`config.mk`:
```
export PLATFORM = sky130hd
export DESIGN_NAME = tl_ctrl
export DESIGN_NICKNAME = d
export VERILOG_FILES = /design/src/rtl/tl_ctrl.sv
export SDC_FILE = /design/constraint.sdc
export NUM_CORES = 1
export LEC_CHECK = 0
export BUFFER_PORTS_ARGS = -buffer_cell sky130_fd_sc_hd__buf_4
export CAP_MARGIN = 20
export CORE_MARGIN = 5
export CORE_UTILIZATION = 58
export DETAILED_ROUTE_END_ITERATION = 8
export PLACE_DENSITY = 0.8
export SYNTH_ARGS = -nofsm -noshare
export SYNTH_HDL_FRONTEND = slang
export SYNTH_SLANG_ARGS = --single-unit
export TNS_END_PERCENT = 1
```
`constraint.sdc`:
```
create_clock -name clk -period 3.1 [get_ports clk]
set_input_delay 0 -clock clk [delete_from_list [all_inputs] [get_ports clk]]
set_output_delay 0 -clock clk [all_outputs]
set_load 0.05 [all_outputs]
```
`src/rtl/tl_ctrl.sv`:
```
// tl_ctrl: traffic-light phase sequencer with registered lamp/dp outputs, cycle counter and per-phase watchdog
module tl_ctrl #(
   parameter int STATE_W      = 4,
   parameter int STATE_DONE_W = 7,
   parameter int TIMEOUT      = 2048,
   parameter int WD_W         = 12
) (
   input  logic                    clk,
   input  logic                    reset,
   input  logic                    enable,
   input  logic [STATE_DONE_W-1:0] done_state,
   output logic [STATE_W-1:0]      curr_state,
   output logic                    dp_cnt_rst,
   output logic                    red_done,
   output logic                    light_g,
   output logic                    light_y,
   output logic                    light_r,
   output logic [7:0]              cycle_cnt,
   output logic                    fault
);
   localparam int S_G = 0, S_Y = 1, S_R = 2, S_NONE = 3;
   localparam int DONE_G1 = 0, DONE_G2 = 1, DONE_G3 = 2, DONE_Y = 3, DONE_R = 4, DONE_NONE1 = 5, DONE_NONE2 = 6;

   typedef enum logic [3:0] {IDLE, G1, NONE1, G2, NONE2, G3, Y, R, FLT} phase_t;

   phase_t             phase, phase_nxt;
   logic [WD_W-1:0]    wd, wd_nxt;
   logic               exit_hit, timeout_hit, red_exit, hold_rst;
   logic [STATE_W-1:0] state_nxt;
   logic               rst_nxt, g_nxt, y_nxt, r_nxt;

   always_ff @(posedge clk)
      if (!reset) begin
         phase      <= IDLE;
         wd         <= '0;
         curr_state <= '0;
         dp_cnt_rst <= 1'b1;
         red_done   <= 1'b0;
         light_g    <= 1'b0;
         light_y    <= 1'b0;
         light_r    <= 1'b0;
         cycle_cnt  <= '0;
         fault      <= 1'b0;
      end else begin
         phase      <= phase_nxt;
         wd         <= wd_nxt;
         curr_state <= state_nxt;
         dp_cnt_rst <= rst_nxt;
         red_done   <= red_exit;
         light_g    <= g_nxt;
         light_y    <= y_nxt;
         light_r    <= r_nxt;
         cycle_cnt  <= cycle_cnt + 8'(red_exit);
         fault      <= phase_nxt == FLT;
      end

   // Only the current phase's own done bit is looked at, so stale flags cannot skip a phase.
   always_comb begin
      exit_hit  = 1'b0;
      phase_nxt = phase;
      case (phase)
         IDLE:  phase_nxt = enable ? G1 : IDLE;
         G1:    begin exit_hit = done_state[DONE_G1];    phase_nxt = exit_hit ? NONE1 : G1;    end
         NONE1: begin exit_hit = done_state[DONE_NONE1]; phase_nxt = exit_hit ? G2 : NONE1;    end
         G2:    begin exit_hit = done_state[DONE_G2];    phase_nxt = exit_hit ? NONE2 : G2;    end
         NONE2: begin exit_hit = done_state[DONE_NONE2]; phase_nxt = exit_hit ? G3 : NONE2;    end
         G3:    begin exit_hit = done_state[DONE_G3];    phase_nxt = exit_hit ? Y : G3;        end
         Y:     begin exit_hit = done_state[DONE_Y];     phase_nxt = exit_hit ? R : Y;         end
         R:     begin exit_hit = done_state[DONE_R];     phase_nxt = !exit_hit ? R : enable ? G1 : IDLE; end
         default: phase_nxt = FLT;
      endcase
      timeout_hit = phase != IDLE && phase != FLT && wd == WD_W'(TIMEOUT);
      if (timeout_hit && !exit_hit) phase_nxt = FLT;
   end

   // Outputs are decoded from the next phase so they land in the same cycle as the phase change.
   always_comb begin
      hold_rst  = phase_nxt == IDLE || phase_nxt == FLT;
      rst_nxt   = phase_nxt != phase || hold_rst;
      wd_nxt    = rst_nxt ? '0 : wd + WD_W'(1);
      red_exit  = phase == R && exit_hit;
      g_nxt     = phase_nxt inside {G1, G2, G3};
      y_nxt     = phase_nxt == Y;
      r_nxt     = phase_nxt inside {R, FLT};
      state_nxt = '0;
      state_nxt[S_G]    = g_nxt;
      state_nxt[S_Y]    = y_nxt;
      state_nxt[S_R]    = r_nxt;
      state_nxt[S_NONE] = phase_nxt inside {NONE1, NONE2};
   end
endmodule

```
* Word level (Yosys, flattened, before mapping)
Cells that the tools add are included.
** Storage, ports and cells
- Logic and storage cells :: 56
- Input bits :: 10
- Flip-flop bits (word level) :: 34
- Output and inout bits :: 18
** Operators by class
- Add/sub/neg operators :: 2
- Equality and inequality tests :: 18
- Bitwise logic cells :: 1
- Mux-type cells :: 11
- Reductions and logical operators :: 14
** Operators by type and width (number)
- $eq A4 B3 Y1 const B :: 8
- $pmux W4 S8 :: 1
- $eq A4 B2 Y1 const B :: 4
- $add A12 B1 Y12 const B :: 1
- $eq A12 B12 Y1 const B :: 1
- $add A8 B1 Y8 :: 1
- $eq A4 B1 Y1 const B :: 2
- $logic_not A4 Y1 :: 2
- $pmux W1 S7 :: 1
- $mux W3 :: 2
- $eq A4 B4 Y1 const B :: 1
- $logic_and A1 B1 Y1 :: 4
- $mux W1 :: 4
- $mux W2 :: 2
- $mux W4 :: 1
- $ne A4 B4 Y1 :: 1
- $ne A4 B4 Y1 const B :: 1
- $reduce_bool A2 Y1 :: 2
- $reduce_bool A4 Y1 :: 1
- $reduce_bool A3 Y1 :: 1
- $logic_or A1 B1 Y1 :: 2
- $reduce_or A2 Y1 :: 1
- $logic_not A1 Y1 :: 1
- $not A1 Y1 :: 1

* Longest topological paths before layout
- Depth after elaboration :: 9
- Depth in mapped cells :: 8
- Mapped depth without buffers :: 7

* Worst setup path before layout
No wires, ideal clock.
- Path type :: reg2reg
- From :: register phase[1]
- To :: register dp_cnt_rst
- Setup time :: 127 ps
- Period minus slack after synthesis :: 1794 ps
- Cell stages (with the launch flop) :: 7
- Setup slack :: 1306 ps
- Buffers on the path :: 1
- Arrival time :: 1667 ps
- Cell sequence :: dfxtp_1 buf_6 mux2i_1 a22oi_1 o311a_2 mux2i_2 or3_1
** On the way
- Cells in the longest elaborated chain, start to end :: 8
** RTL lines
- start, declared :: RTL line 26 : phase_t phase, phase_nxt;
- start signal, assigned :: RTL line 45 : phase <= phase_nxt;
- $eq A4 B3 Y1 (tied with other cells) :: RTL line 61 : case (phase)
- $pmux W1 S7 / $logic_and A1 B1 Y1 (equally long branches) :: RTL line 61, 72
- $logic_not A1 Y1 / $logic_and A1 B1 Y1 (equally long branches) :: RTL line 73, 72
- $logic_and A1 B1 Y1 :: RTL line 73 : if (timeout_hit && !exit_hit) phase_nxt = FLT;
- $mux W4 :: RTL line 73
- $eq A4 B4 Y1 / $logic_not A4 Y1 (equally long branches) :: RTL line 78 : hold_rst = phase_nxt == IDLE || phase_nxt == FLT;
- $logic_or A1 B1 Y1 :: RTL line 78
- $logic_or A1 B1 Y1 (*) :: RTL line 79 : rst_nxt = phase_nxt != phase || hold_rst;
- end signal, assigned :: RTL line 48 : dp_cnt_rst <= rst_nxt;
- end, declared :: RTL line 13 : output logic dp_cnt_rst,
Every way passes the cells marked *; elsewhere a longest branch is shown, timed or not.
A chain may end at the register's enable or synchronous reset.

* Worst setup path in the final report
- From :: register phase[0]
- To :: register wd[8]
** On the way
- Cells in the longest elaborated chain, start to end :: 9
** RTL lines
- $eq A4 B3 Y1 (tied with other cells) :: RTL line 61
- $pmux W1 S7 / $logic_and A1 B1 Y1 (equally long branches) :: RTL line 61, 72
- $logic_not A1 Y1 / $logic_and A1 B1 Y1 (equally long branches) :: RTL line 73, 72
- $logic_and A1 B1 Y1 :: RTL line 73
- $mux W4 :: RTL line 73
- $eq A4 B4 Y1 / $logic_not A4 Y1 (equally long branches) :: RTL line 78
- $logic_or A1 B1 Y1 :: RTL line 78
- $logic_or A1 B1 Y1 (*) :: RTL line 79
- $reduce_or A2 Y1 (no line) (*)
- end signal, assigned :: RTL line 46 : wd <= wd_nxt;
- end, declared :: RTL line 27 : logic [WD_W-1:0] wd, wd_nxt;
Marks and branches as above.

==> reports/results.ini <==
[clock_tree]
cts_root_buffer=clkbuf_4
numCtsBuffers=5
clkSlewWorstSetupHoldPaths_ns=0.09
cts_tree=yes
clk_latency_ns=0.33
h-tree-depth=2
cts_resized=0
clock-sinks=31
cts_buffer_depth=2

[critical_path]
rr_endpoint=wd[8]$_SDFF_PP0_
rrSetupSlack_ns=0.74
worstSetupStartpointType=flop
cp.arrival_ns=2.54
r2r_cells=5
r2r-start=phase[0]$_SDFF_PN0_
crit_fanout=15
critPathCaptureType=flop
criticalPathCategory=reg -> reg
critPathRequiredTime_ns=3.28

[grt]
grtUsageTotal_pct=18.79
grt_pass1_vias=1134
grt_pass1_wl_mm=5.057
grt_max_degree=16
antenna_found_initial=0
overflow=0

[floorplanning]
num_rows=18
die_w_um=61.03
die_h_um=61.03
die_area_sq_um=3724
core_area_sq_um=2477
start_util_pct=60.96
io_pins=28

[layout]
final_cells=213
area_growth_syn_to_layout_pct=15.91
fillers=197
drive_gt1_share_pct=22.95
n_antenna_cell=0
fin_area_sq_um=1750
fin_util_pct=70.66
final_nets=197

[placed_design]
gp_congestion=0.8097
dp.cells=205
placed_area_sq_um=1684
portBuffers=27
place.detailed.hpwl_mm=2.173

[sta]
fin_setup_tns_ns=0
hold_viol_final=0
maxSlewViolCount=0
fin_crit_sh_pct=76.22
rsz0062_at_grt=false
min_period_ns=2.363
relSlewSlack_pct=53.93
finalClockSkew_ns=0.01138
tightest_slew_ns=0.6776
setup_viol=0
max_freq_mhz=423.2

[routing]
first_iter_violations=43
routedWlPerCell_um=14.17
drc=0
ant_nets=0
firstDrtPassIters=4
routed_via_density=5.784
totalWireLength_mm=3.018
dr_total_vias=1232

[synthesis]
synth-seq-cells=31
synthTopCellsByCount=31 x dfxtp_1, 11 x xor2_1, 10 x nand3_1
synth_edf_count=0
synth.distinct_cells=43
synth_top_area_share_pct=41.09
ys_async_sr_fraction_pct=0
synth_area_leader_cell=dfxtp_1
synth_most_common_cell=dfxtp_1
ys_warn_count=0
synth_flop_cell=dfxtp_1
synth_cells=157
synth_fp_nets=171
synthTopCellsByArea=dfxtp_1 41%, xor2_1 6.4%, and2_1 3.7%
syn_area_sq_um=1510
avgSynthCellArea_sq_um=9.619
synth_seq_area_share_pct=41.09

[power_and_ir_drop]
fin_total_pwr_mw=0.7508
p_sw_mw=0.2016
seqPwrFrac_pct=55.6
switching_share_pct=26.85
pwr-share-clk_pct=31.8
p_leak_nw=0.7288
peakVddDrop_v=0.0003178
p_comb_share_pct=12.7
p_per_area_nw_per_um2=428.9
internal-power_mw=0.5492

[worst_hold_path]
hold_end=phase[0]$_SDFF_PN0_
hp-class=in -> reg
hold_start=done_state[5]
holdPathStages=4

[run_status]
outcome=complete, no violations

[flow_run]
maxCapViolCount=0

==> routing by layer <==
metal	GRT usage, %	vias to the layer above	wire (um)
li1	-	615	-
met1	22.29	575	1351
met2	30.51	35	1420
met3	5.241	7	191
met4	10.53	0	55
met5	0	-	0
==> sequential cells by signal, summed over array words and instances (netlist names) <==
register	flops
curr_state	4
cycle_cnt	8
dp_cnt_rst	1
fault	1
phase	4
red_done	1
wd	12
==> layout by cell type (no fill, tap or decap), types with 2 or more instances in the layout <==
cell type / instances
xor2_1: 11
nand3_1: 10
mux2i_1: 2
and4_1: 3
nand4_1: 2
ha_1: 4
a21oi_1: 3
nor4_1: 9
and2_1: 9
xnor2_1: 5
and3b_1: 3
nand4b_1: 2
nor2b_1: 4
clkbuf_4: 5
nor2_1: 8
and3_1: 4
inv_1: 2
buf_4: 27
nor3_1: 6
nand2_1: 7
or3_1: 2
dfxtp_1: 31
nor4b_1: 2
or4_1: 2
==> worst max-delay path: stages (launching register included) <==
cell	delay [ns]
dfxtp_1	0.63
nand2_1	0.13
or4_1	0.53
o311a_2	0.20
mux2i_2	0.59
nor3_1	0.14
==> worst max-delay path by stage <==
stage	to	from	depth (start not counted)	slack, ns
finish	wd[8]$_SDFF_PP0_	phase[0]$_SDFF_PN0_	5	0.74
detailed placement	wd[2]$_SDFF_PP0_	phase[0]$_SDFF_PN0_	5	0.80
global route	wd[2]$_SDFF_PP0_	phase[0]$_SDFF_PN0_	5	0.57
global placement	dp_cnt_rst$_SDFF_PN1_	phase[0]$_SDFF_PN0_	5	0.90
floorplan	dp_cnt_rst$_SDFF_PN1_	phase[1]$_SDFF_PN0_	6	1.31
CTS	wd[8]$_SDFF_PP0_	phase[0]$_SDFF_PN0_	5	0.78
==> metrics by stage <==
stage          setup WS (ns)  hold WS (ns)
2_1_floorplan          1.306        0.1282
5_1_grt               0.5712       0.08902
4_1_cts               0.7847       0.08724
3_3_place_gp          0.9025        0.3142
3_5_place_dp          0.8035        0.3119
6_report              0.7372       0.09912
==> final cells by class <==
cell class | instances | area, sq um | share of cell area (%)
clock buffer | 6 | 51.30 | 2.931
inverter | 2 | 7.507 | 0.4289
tap | 30 | 37.54 | 2.144
multi-input combinational | 115 | 815.8 | 46.60
timing repair buffer | 28 | 212.7 | 12.15
sequential | 31 | 620.6 | 35.45
clock inverter | 1 | 5.005 | 0.2859
==> cell families after synthesis <==
kind of cell | Yosys count | synth area share (%)
simple gates | 78 | 31.40
flops | 31 | 41.09
xor+xnor | 16 | 9.279
compound gates | 12 | 6.048
buf+inv | 11 | 4.888
mux | 5 | 3.976
fa+ha+maj | 4 | 3.314
==> repair_timing <==
item	4_1_cts	5_1_grt
hold buffers	1	0
setup buffers	0	0
hold endpoints to repair	12	0
==> power by group through the flow <==
stage,sequential [mW],combinational (mW),clock [mW]
final,0.417,0.0950,0.238
after global placement,0.426,0.0917,0
after global routing,0.419,0.103,0.274
after floorplan,0.431,0.0676,0
after CTS,0.417,0.0948,0.247
after detailed placement,0.426,0.0934,0
(Power assumes the default switching activity.)
